File: config.mk
export PLATFORM = sky130hd
export DESIGN_NAME = uart_alu_bridge
export DESIGN_NICKNAME = d
export VERILOG_FILES = /design/src/rtl/uart_alu_bridge.sv
export SDC_FILE = /design/constraint.sdc
export NUM_CORES = 1
export LEC_CHECK = 0
export ABC_CLOCK_PERIOD_IN_PS = 2170
export BUFFER_PORTS_ARGS = -buffer_cell sky130_fd_sc_hd__buf_2
export CORE_MARGIN = 10
export CORE_UTILIZATION = 49
export CTS_BUF_LIST = sky130_fd_sc_hd__clkbuf_16
export CTS_CLUSTER_DIAMETER = 100
export DETAILED_ROUTE_END_ITERATION = 7
export HOLD_SLACK_MARGIN = 0.06
export MAX_ROUTING_LAYER = met4
export PLACE_DENSITY_LB_ADDON = 0.12
export SLEW_MARGIN = 0
export SYNTH_ARGS = -nofsm -noshare
export SYNTH_HDL_FRONTEND = slang
export SYNTH_SLANG_ARGS = --single-unit
File: constraint.sdc
create_clock -name i_clk -period 2.17 [get_ports i_clk]
set_input_delay 0.651 -clock i_clk [delete_from_list [all_inputs] [get_ports i_clk]]
set_output_delay 0.651 -clock i_clk [all_outputs]
set_load 0.01 [all_outputs]
File: src/rtl/uart_alu_bridge.sv
`default_nettype none
// ============================================================================
//  Module      : uart_alu_bridge
//  Description : Collects two operands and an opcode from tagged UART frames,
//                presents them to an external combinational ALU, captures the
//                result and hands it to a UART transmitter.
//
//                Frame format on i_rx_data: {tag[NB_TAG-1:0], payload[NB_DATA-1:0]}
//                  tag 0 -> operand 1, tag 1 -> operand 2,
//                  tag 2 -> opcode (low NB_OP payload bits),
//                  tag 3 -> discard the partially collected set.
//
//  Ports       : i_clk, i_reset (sync, active-high)
//                i_rx_data / i_rx_done    : received frame and its strobe
//                i_tx_busy                : UART transmitter busy
//                i_alu_result             : combinational ALU result
//                o_operand1/2, o_opcode   : registered ALU inputs
//                o_data_ready             : pulse, ALU inputs complete
//                o_tx_data / o_tx_start   : result byte and tx start pulse
//                o_error                  : pulse, frame dropped or timeout
//
//  Build option: define UART_ALU_TIMEOUT_EN to discard a partial operand set
//                after TIMEOUT_CYCLES idle cycles.
//
//  Revision    : 1.0 - initial release
// ============================================================================
module uart_alu_bridge #(
    parameter int  NB_OP          = 6,
    parameter int  NB_DATA        = 8,
    parameter int  NB_TAG         = 2,
    parameter int  TIMEOUT_CYCLES = 1000000,
    localparam int NB_FULL_DATA   = NB_TAG + NB_DATA
) (
    input  logic                    i_clk,
    input  logic                    i_reset,
    input  logic [NB_FULL_DATA-1:0] i_rx_data,
    input  logic                    i_rx_done,
    input  logic                    i_tx_busy,
    input  logic [NB_DATA-1:0]      i_alu_result,
    output logic [NB_DATA-1:0]      o_operand1,
    output logic [NB_DATA-1:0]      o_operand2,
    output logic [NB_OP-1:0]        o_opcode,
    output logic                    o_data_ready,
    output logic [NB_DATA-1:0]      o_tx_data,
    output logic                    o_tx_start,
    output logic                    o_error
);

    localparam logic [NB_TAG-1:0] c_TAG_OP1 = NB_TAG'(0);
    localparam logic [NB_TAG-1:0] c_TAG_OP2 = NB_TAG'(1);
    localparam logic [NB_TAG-1:0] c_TAG_OPC = NB_TAG'(2);
    localparam logic [NB_TAG-1:0] c_TAG_CLR = NB_TAG'(3);

    typedef enum logic [1:0] {
        S_COLLECT = 2'd0,
        S_EXEC    = 2'd1,
        S_SEND    = 2'd2,
        S_WAIT_TX = 2'd3
    } state_t;

    state_t               state_q, state_d;
    logic                 flag1_q, flag1_d;
    logic                 flag2_q, flag2_d;
    logic                 flagop_q, flagop_d;
    logic                 seen_busy_q, seen_busy_d;
    logic [NB_DATA-1:0]   operand1_q, operand1_d;
    logic [NB_DATA-1:0]   operand2_q, operand2_d;
    logic [NB_OP-1:0]     opcode_q, opcode_d;
    logic [NB_DATA-1:0]   tx_data_q, tx_data_d;
    logic                 data_ready_q, data_ready_d;
    logic                 tx_start_q, tx_start_d;
    logic                 error_q, error_d;

    logic [NB_TAG-1:0]    w_tag;
    logic [NB_DATA-1:0]   w_payload;

    assign w_tag     = i_rx_data[NB_FULL_DATA-1 -: NB_TAG];
    assign w_payload = i_rx_data[NB_DATA-1:0];

`ifdef UART_ALU_TIMEOUT_EN
    localparam int               c_CNT_W    = $clog2(TIMEOUT_CYCLES + 1);
    localparam logic [c_CNT_W-1:0] c_TMO_LAST = c_CNT_W'(TIMEOUT_CYCLES - 1);

    logic [c_CNT_W-1:0] tmo_cnt_q, tmo_cnt_d;
    logic               w_timeout_hit;

    // Idle counter for a partially collected set; any accepted frame
    // restarts it, and it sits at zero whenever there is nothing to time out.
    always_comb begin
        tmo_cnt_d     = tmo_cnt_q;
        w_timeout_hit = 1'b0;
        if ((state_q != S_COLLECT) || i_rx_done || !(flag1_q || flag2_q || flagop_q)) begin
            tmo_cnt_d = '0;
        end else if (tmo_cnt_q == c_TMO_LAST) begin
            w_timeout_hit = 1'b1;
            tmo_cnt_d     = '0;
        end else begin
            tmo_cnt_d = tmo_cnt_q + 1'b1;
        end
    end

    always_ff @(posedge i_clk) begin
        if (i_reset) begin
            tmo_cnt_q <= '0;
        end else begin
            tmo_cnt_q <= tmo_cnt_d;
        end
    end
`else
    // Without the timeout a partial set is held indefinitely; TIMEOUT_CYCLES
    // has no hardware behind it in this build.
    if (TIMEOUT_CYCLES < 1) begin : g_timeout_unused
    end
`endif

    always_comb begin
        state_d      = state_q;
        flag1_d      = flag1_q;
        flag2_d      = flag2_q;
        flagop_d     = flagop_q;
        seen_busy_d  = seen_busy_q;
        operand1_d   = operand1_q;
        operand2_d   = operand2_q;
        opcode_d     = opcode_q;
        tx_data_d    = tx_data_q;
        data_ready_d = 1'b0;
        tx_start_d   = 1'b0;
        error_d      = 1'b0;

        case (state_q)
            S_COLLECT: begin
                if (i_rx_done) begin
                    case (w_tag)
                        c_TAG_OP1: begin
                            operand1_d = w_payload;
                            flag1_d    = 1'b1;
                        end
                        c_TAG_OP2: begin
                            operand2_d = w_payload;
                            flag2_d    = 1'b1;
                        end
                        c_TAG_OPC: begin
                            opcode_d = w_payload[NB_OP-1:0];
                            flagop_d = 1'b1;
                        end
                        c_TAG_CLR: begin
                            flag1_d  = 1'b0;
                            flag2_d  = 1'b0;
                            flagop_d = 1'b0;
                        end
                        default: ;
                    endcase
                    // The frame that fills the last slot launches execution.
                    if (flag1_d && flag2_d && flagop_d) begin
                        state_d      = S_EXEC;
                        data_ready_d = 1'b1;
                    end
                end
`ifdef UART_ALU_TIMEOUT_EN
                else if (w_timeout_hit) begin
                    flag1_d  = 1'b0;
                    flag2_d  = 1'b0;
                    flagop_d = 1'b0;
                    error_d  = 1'b1;
                end
`endif
            end
            S_EXEC: begin
                // Operands have been stable for a full cycle; capture the ALU.
                tx_data_d = i_alu_result;
                flag1_d   = 1'b0;
                flag2_d   = 1'b0;
                flagop_d  = 1'b0;
                state_d   = S_SEND;
            end
            S_SEND: begin
                if (!i_tx_busy) begin
                    tx_start_d  = 1'b1;
                    seen_busy_d = 1'b0;
                    state_d     = S_WAIT_TX;
                end
            end
            S_WAIT_TX: begin
                // Wait for the transmitter to accept (busy high) and then finish.
                if (!seen_busy_q) begin
                    if (i_tx_busy) begin
                        seen_busy_d = 1'b1;
                    end
                end else if (!i_tx_busy) begin
                    seen_busy_d = 1'b0;
                    state_d     = S_COLLECT;
                end
            end
            default: state_d = S_COLLECT;
        endcase

        // Frames arriving while a result is in flight are dropped.
        if (i_rx_done && (state_q != S_COLLECT)) begin
            error_d = 1'b1;
        end
    end

    always_ff @(posedge i_clk) begin
        if (i_reset) begin
            state_q      <= S_COLLECT;
            flag1_q      <= 1'b0;
            flag2_q      <= 1'b0;
            flagop_q     <= 1'b0;
            seen_busy_q  <= 1'b0;
            operand1_q   <= '0;
            operand2_q   <= '0;
            opcode_q     <= '0;
            tx_data_q    <= '0;
            data_ready_q <= 1'b0;
            tx_start_q   <= 1'b0;
            error_q      <= 1'b0;
        end else begin
            state_q      <= state_d;
            flag1_q      <= flag1_d;
            flag2_q      <= flag2_d;
            flagop_q     <= flagop_d;
            seen_busy_q  <= seen_busy_d;
            operand1_q   <= operand1_d;
            operand2_q   <= operand2_d;
            opcode_q     <= opcode_d;
            tx_data_q    <= tx_data_d;
            data_ready_q <= data_ready_d;
            tx_start_q   <= tx_start_d;
            error_q      <= error_d;
        end
    end

    assign o_operand1   = operand1_q;
    assign o_operand2   = operand2_q;
    assign o_opcode     = opcode_q;
    assign o_data_ready = data_ready_q;
    assign o_tx_data    = tx_data_q;
    assign o_tx_start   = tx_start_q;
    assign o_error      = error_q;

endmodule
`default_nettype wire

==> results of run 1 <==
[synthesized netlist by cell type (all sizes together), types with 2 or more instances]
| cell | instances | share of area (%) |
|---|---|---|
| a21oi | 5 | 1.8 |
| and3 | 2 | 0.78 |
| and4 | 2 | 1.1 |
| buf | 5 | 1.4 |
| clkbuf | 2 | 0.47 |
| dfxtp | 39 | 49 |
| ha | 7 | 5.4 |
| inv | 9 | 2.1 |
| mux2i | 30 | 19 |
| nand2 | 3 | 0.70 |
| nand3 | 4 | 2.2 |
| nor2 | 32 | 7.5 |
| nor2b | 3 | 1.2 |
| o211ai | 2 | 0.93 |
| o21ai | 5 | 1.6 |
| o22a | 2 | 1.1 |
[worst register-to-register path, delay by kind of cell, from the launching register on]
family        cells  cell delay [ns]
flops             1             0.33
fa+ha+maj         1             0.41
buf+inv           1             0.10
simple gates      2             0.42
mux               1             0.28
[how the worst min path moves through the flow]
stage | startpoint | endpoint | slack, ns | depth (start not counted)
after floorplan | seen_busy_q$_SDFFE_PP0P_ | seen_busy_q$_SDFFE_PP0P_ | 0.47 | 2
after global placement | o_tx_data[2]$_SDFFE_PP0P_ | o_tx_data[2]$_SDFFE_PP0P_ | 0.47 | 2
after detailed placement | o_tx_data[5]$_SDFFE_PP0P_ | o_tx_data[5]$_SDFFE_PP0P_ | 0.48 | 2
after CTS | o_tx_data[5]$_SDFFE_PP0P_ | o_tx_data[5]$_SDFFE_PP0P_ | 0.49 | 2
after global routing | o_tx_data[0]$_SDFFE_PP0P_ | o_tx_data[0]$_SDFFE_PP0P_ | 0.51 | 2
final | o_tx_data[5]$_SDFFE_PP0P_ | o_tx_data[5]$_SDFFE_PP0P_ | 0.49 | 2
[power breakdown]
group          internal (mW)  switching (mW)
clock                  0.535           0.259
combinational          0.155           0.205
sequential             0.773          0.0308
total                   1.46           0.496
[cells by family (layout without fill, tap and decap cells)]
| group | after synthesis | after routing |
|---|---|---|
| fa+ha+maj | 7 | 7 |
| simple gates | 49 | 49 |
| buf+inv | 16 | 72 |
| mux | 31 | 31 |
| compound gates | 18 | 18 |
| flops | 39 | 39 |
[flip-flops by register name (all words and copies together) (netlist names), 2 cells and up]
name and count:
state_q 2, o_operand1 8, o_opcode 6, o_operand2 8, o_tx_data 8
[per-layer routing]
metal / share of wire (%) / global-route usage, % / wire (um) / vias up
met2: 50 / 22.66 / 1899 / 39
met3: 7.1 / 5.944 / 274 / 6
met4: 1.2 / 4.380 / 46 / 0
li1: - / - / - / 652
met1: 42 / 13.80 / 1613 / 610
met5: 0 / - / 0 / -
[final cells by class]
cell class | count | area [sq um] | area share, %
clock buffers | 5 | 125.1 | 6.031
multi-input cells | 105 | 763.2 | 36.79
well taps | 44 | 55.05 | 2.654
repair buffers | 55 | 277.8 | 13.39
clock inverters | 3 | 38.79 | 1.870
inverters | 9 | 33.78 | 1.628
flip-flops and latches | 39 | 780.7 | 37.64
[per-stage QoR]
stage | power, mW | instance area (sq um)
after floorplan | 1.062 | 1608
after global placement | 1.161 | 1911
after detailed placement | 1.180 | 1911
after CTS | 1.978 | 2074
after global routing | 2.063 | 2074
final | 1.959 | 2074
[cell usage in the layout, fill, tap and decap left out, types with 2 or more instances in the layout]
master / count
nor2b_1: 3
nor2_1: 32
inv_1: 9
and4_1: 2
o22a_1: 2
o21ai_0: 5
clkbuf_16: 5
ha_1: 7
a21oi_1: 4
and3_1: 2
buf_2: 54
nand2_1: 3
dfxtp_1: 39
o211ai_1: 2
mux2i_1: 30
nand3_2: 3
==> run_results.csv, run 1 <==
group,metric,value,unit
status,outcome,"complete, no violations",
finish,nNetsFinal,244,
clock_network,htreeDepth,2,
min_path,hold_class,"reg -> reg",
clock_network,insertion_delay,0.28,ns
placement,numPortBuffers,54,
route,via_per_inst,5.027,
route,first_pass_iters,4,
global_route,grt_pass1_wl,6382,um
logic_synthesis,synthDistinctLibCells,27,
setup_path,endpoint_kind,"flip-flop",
finish,syn2layout_area_growth,29.03,%
timing,maxSlewHeadroom,62.69,%
logic_synthesis,ys_seq_area_share,48.56,%
timing,clock_skew,0.002552,ns
logic_synthesis,synth-compound-area-share,7.782,%
clock_network,clk_path_buf_depth,2,
setup_path,cpPeakStageDelay,0.32,ns
power,power_density,944.5,nW/um^2
job,max_cap_violations,0,
setup_path,cp_cell_sequence,"buf_2 > inv_1 > ha_1 > mux2_4 > a41oi_2 > o21ai_0 > o311a_1",
logic_synthesis,synth_flop_cell,"dfxtp_1",
timing,setup_viol,0,
logic_synthesis,synth.area.mux_share,19.61,%
clock_network,ctsResizeCount,0,
setup_path,crit_required,2.33,ns
logic_synthesis,synthSimpleGateAreaFrac,14.63,%
setup_path,cp.arrival,2.04,ns
clock_network,cts_tree,"yes",
setup_path,critPathBufInv,2,
finish,fillerInstances,271,
timing,hold_viol,0,
logic_synthesis,yosys_warnings,0,
setup_path,critical_path_depth,7,
logic_synthesis,ys_seq_elements,39,
logic_synthesis,syn-cell-area,1608,sq um
setup_path,worst_r2r_endpoint,"o_operand1[4]$_SDFFE_PP0P_",
power,leakage,1.099,nW
finish,fin_cells,260,
route,drc_errors,0,
logic_synthesis,synth_area_per_cell,10.05,sq um
floorplan,start_util,51.81,%
setup_path,crit_path_start,"i_rx_data[8]",
placement,pre_cts_slack,0.04768,ns
route,post_drt_wl_per_cell,14.75,um
timing,worst_hold_slack,0.4896,ns
timing,setup_ws,0.2892,ns
timing,tightest_slew,0.5597,ns
floorplan,io_pins,55,
clock_network,cts-root-buf,"clkbuf_16",
placement,dpl.cell_count,252,
setup_path,critical-path-top-delay-family,"compound AO/OA/AOI/OAI gates",
placement,gp_congestion,0.8449,
global_route,grt_start_max_net_pins,27,
floorplan,die_h,77.28,um
global_route,grt.total_usage,13.48,%
finish,antennaDiodeCount,0,
setup_path,crit_end,"state_q[0]$_SDFFE_PP0P_",
timing,tns,0,ns
timing,rsz0062_at_grt,"false",
logic_synthesis,synth-adder-area-share,5.447,%
timing,fin_crit_sh,86.67,%
clock_network,clkSinkCount,39,
global_route,grt_pass1_vias,1353,
setup_path,r2r_slack,0.51,ns
timing,maxSlewViolCount,0,
route,drtIter0Drc,92,
clock_network,numCtsBuffers,5,
logic_synthesis,syn_inst,160,
clock_network,post_cts_buffers,0,
timing,min_period,1.881,ns
timing,fmax,531.7,MHz
global_route,antenna_found_initial,0,
setup_path,cp_max_fo,5,
clock_network,cts_hold_buf,0,
setup_path,worst-r2r-cell-count,5,
logic_synthesis,ys_async_sr_fraction,0,%
floorplan,die_w,77.28,um
route,ant_nets,0,
route,via_count,1307,
logic_synthesis,synth_edf_count,0,
route,finalWirelength,3834,um
finish,drive_above_1_share,31.48,%
setup_path,path_class,"in -> reg",
logic_synthesis,synth_top_family_by_area,"multiplexers",
global_route,grt_remaining_overflow,0,
setup_path,critPathSlowestCell,"ha_1",
logic_synthesis,synthXorXnorAreaFrac,0,%
floorplan,die-area,5972,sq um
clock_network,clkTransAtPathRegs,0.05,ns
floorplan,num_rows,20,
setup_path,cp-start-kind,"input pin",
floorplan,core_area,3103,sq um
logic_synthesis,synth_nets,189,
power,ir_drop,0.0005430,V
placement,dp_hpwl,2982,um
finish,final_util,66.85,%
setup_path,r2r-start,"state_q[0]$_SDFFE_PP0P_",
Power figures use the tool's default switching activity.
==> inputs of run 2 (changes only) <==
--- a/config.mk
+++ b/config.mk
@@ -5,7 +5,7 @@
 export SDC_FILE = /design/constraint.sdc
 export NUM_CORES = 1
 export LEC_CHECK = 0
-export ABC_CLOCK_PERIOD_IN_PS = 2170
+export ABC_CLOCK_PERIOD_IN_PS = 1800
 export BUFFER_PORTS_ARGS = -buffer_cell sky130_fd_sc_hd__buf_2
 export CORE_MARGIN = 10
 export CORE_UTILIZATION = 49
==> constraint.sdc (replaced) <==
create_clock -name i_clk -period 1.8 [get_ports i_clk]
set_input_delay 0.54 -clock i_clk [delete_from_list [all_inputs] [get_ports i_clk]]
set_output_delay 0.54 -clock i_clk [all_outputs]
set_load 0.01 [all_outputs]
==> run_results.csv, run 2 (same netlist as run 1, synthesis figures left out) <==
group,metric,value,unit
power,netSwitchingFraction,27.06,%
timing,min_period,1.673,ns
status,outcome,"complete, no violations",
global_route,grt_remaining_overflow,0,
timing,maxSlewHeadroom,75.18,%
setup_path,endpoint_kind,"flip-flop",
setup_path,path_class,"in -> reg",
power,power_frac_comb,20.4,%
clock_network,cts-root-buf,"clkbuf_16",
route,first_pass_iters,4,
power,internal_power,1.641,mW
global_route,grt_start_max_net_pins,22,
timing,rsz0062_at_grt,"false",
setup_path,cp_max_fo,3,
setup_path,cp-start-kind,"input pin",
finish,fillerInstances,283,
finish,syn2layout_area_growth,31.28,%
floorplan,core_area,3103,sq um
clock_network,clkTransAtPathRegs,0.05,ns
power,p_clk_share,36.5,%
route,wl_met3,266,um
global_route,antenna_found_initial,0,
route,top_layer_used,"met4",
timing,setup_ws,0.1265,ns
floorplan,io_pins,55,
timing,fmax,597.6,MHz
clock_network,htreeDepth,2,
power,leakage,1.111,nW
clock_network,clkSinkCount,39,
placement,pre_cts_slack,-0.1524,ns
clock_network,cts_hold_buf,0,
timing,hold_viol,0,
placement,dpl.cell_count,257,
route,post_drt_wl_per_cell,14.82,um
global_route,grt_pass1_wl,6334,um
timing,tns,0,ns
power,p_switching,608.9,uW
clock_network,numCtsBuffers,5,
timing,tightest_slew,0.3723,ns
power,ir_drop,0.0006403,V
route,drc_errors,0,
placement,dp_hpwl,2939,um
finish,nNetsFinal,249,
floorplan,die_w,77.28,um
setup_path,cp.arrival,1.88,ns
placement,numPortBuffers,54,
route,via_per_inst,5.004,
route,drtIter0Drc,58,
finish,layout_common_cells,"buf_2, dfxtp_1, nor2_1",
route,dr_wl_met2,1937,um
timing,worst_hold_slack,0.4854,ns
route,finalWirelength,3927,um
placement,gp_congestion,0.8446,
setup_path,crit_required,2.01,ns
route,ant_nets,0,
floorplan,num_rows,20,
floorplan,start_util,51.81,%
clock_network,insertion_delay,0.28,ns
global_route,grt_pass1_vias,1388,
route,wl_met1,1679,um
finish,final_common_cell,"buf_2",
floorplan,die_h,77.28,um
timing,clock_skew,0.004118,ns
job,max_cap_violations,0,
global_route,grt.total_usage,13.53,%
finish,drive_above_1_share,33.03,%
timing,setup_viol,0,
power,pwr-share-seq,43.0,%
timing,fin_crit_sh,92.97,%
clock_network,cts_tree,"yes",
floorplan,die-area,5972,sq um
min_path,hold_class,"reg -> reg",
finish,fin_cells,265,
power,power_density,1066,nW/um^2
route,via_count,1326,
timing,maxSlewViolCount,0,
clock_network,clk_path_buf_depth,2,
finish,antennaDiodeCount,0,
run 2: stage by stage:
| stage | instance area [sq um] | utilization [%] | total power [mW] |
|---|---|---|---|
| CTS | 2101 | 67.70 | 2.258 |
| detailed placement | 1961 | 63.19 | 1.437 |
| global placement | 1961 | 63.19 | 1.416 |
| floorplan | 1608 | - | 1.281 |
| global route | 2111 | 68.02 | 2.376 |
| finish | 2111 | 68.02 | 2.250 |
run 2: area by class of cell:
cell class                      instances  area, sq um  share of cell area, %
Tap cell                               44        55.05                  2.608
Sequential cell                        39        780.7                  36.99
Timing Repair Buffer                   60        327.8                  15.53
Clock inverter                          3        15.01                 0.7113
Multi-Input combinational cell        105        773.2                  36.63
Clock buffer                            5        125.1                  5.928
Inverter                                9        33.78                  1.600
run 2: critical path, cell delays in order:
cell and delay (ns):
buf_2 0.09, inv_1 0.06, ha_1 0.31, mux2_4 0.22, a41oi_2 0.14, or3b_1 0.39
a21oi_2 0.13
run 2: timing repair:
item / in CTS / in global routing
endpoints found under the setup margin: 0 / 1
endpoints found under the hold margin: 0 / 0
gates resized for setup: 0 / 2
setup buffers: 0 / 0
run 2: final timing paths:
path / end / cells past startpoint / startpoint / slack [ns]
setup / recovery: state_q[1]$_SDFFE_PP0P_ / 7 / i_rx_data[8] / 0.13
setup reg to reg: state_q[1]$_SDFFE_PP0P_ / 6 / state_q[0]$_SDFFE_PP0P_ / 0.25
hold reg to reg: o_tx_data[7]$_SDFFE_PP0P_ / 2 / o_tx_data[7]$_SDFFE_PP0P_ / 0.49
hold / removal: o_tx_data[7]$_SDFFE_PP0P_ / 2 / o_tx_data[7]$_SDFFE_PP0P_ / 0.49
run 2: power groups by stage:
stage	Sequential, mW	Combinational, mW	Clock (mW)
floorplan	1.01	0.273	0
global placement	0.982	0.434	0
detailed placement	0.986	0.451	0
CTS	0.969	0.457	0.833
global route	0.977	0.506	0.893
finish	0.968	0.459	0.822
run 2: layer usage:
| layer | vias to the layer above | GRT usage, % |
|---|---|---|
| li1 | 664 | - |
| met2 | 39 | 22.66 |
| met4 | 0 | 4.015 |
| met5 | - | - |
| met1 | 617 | 14.07 |
| met3 | 6 | 5.944 |
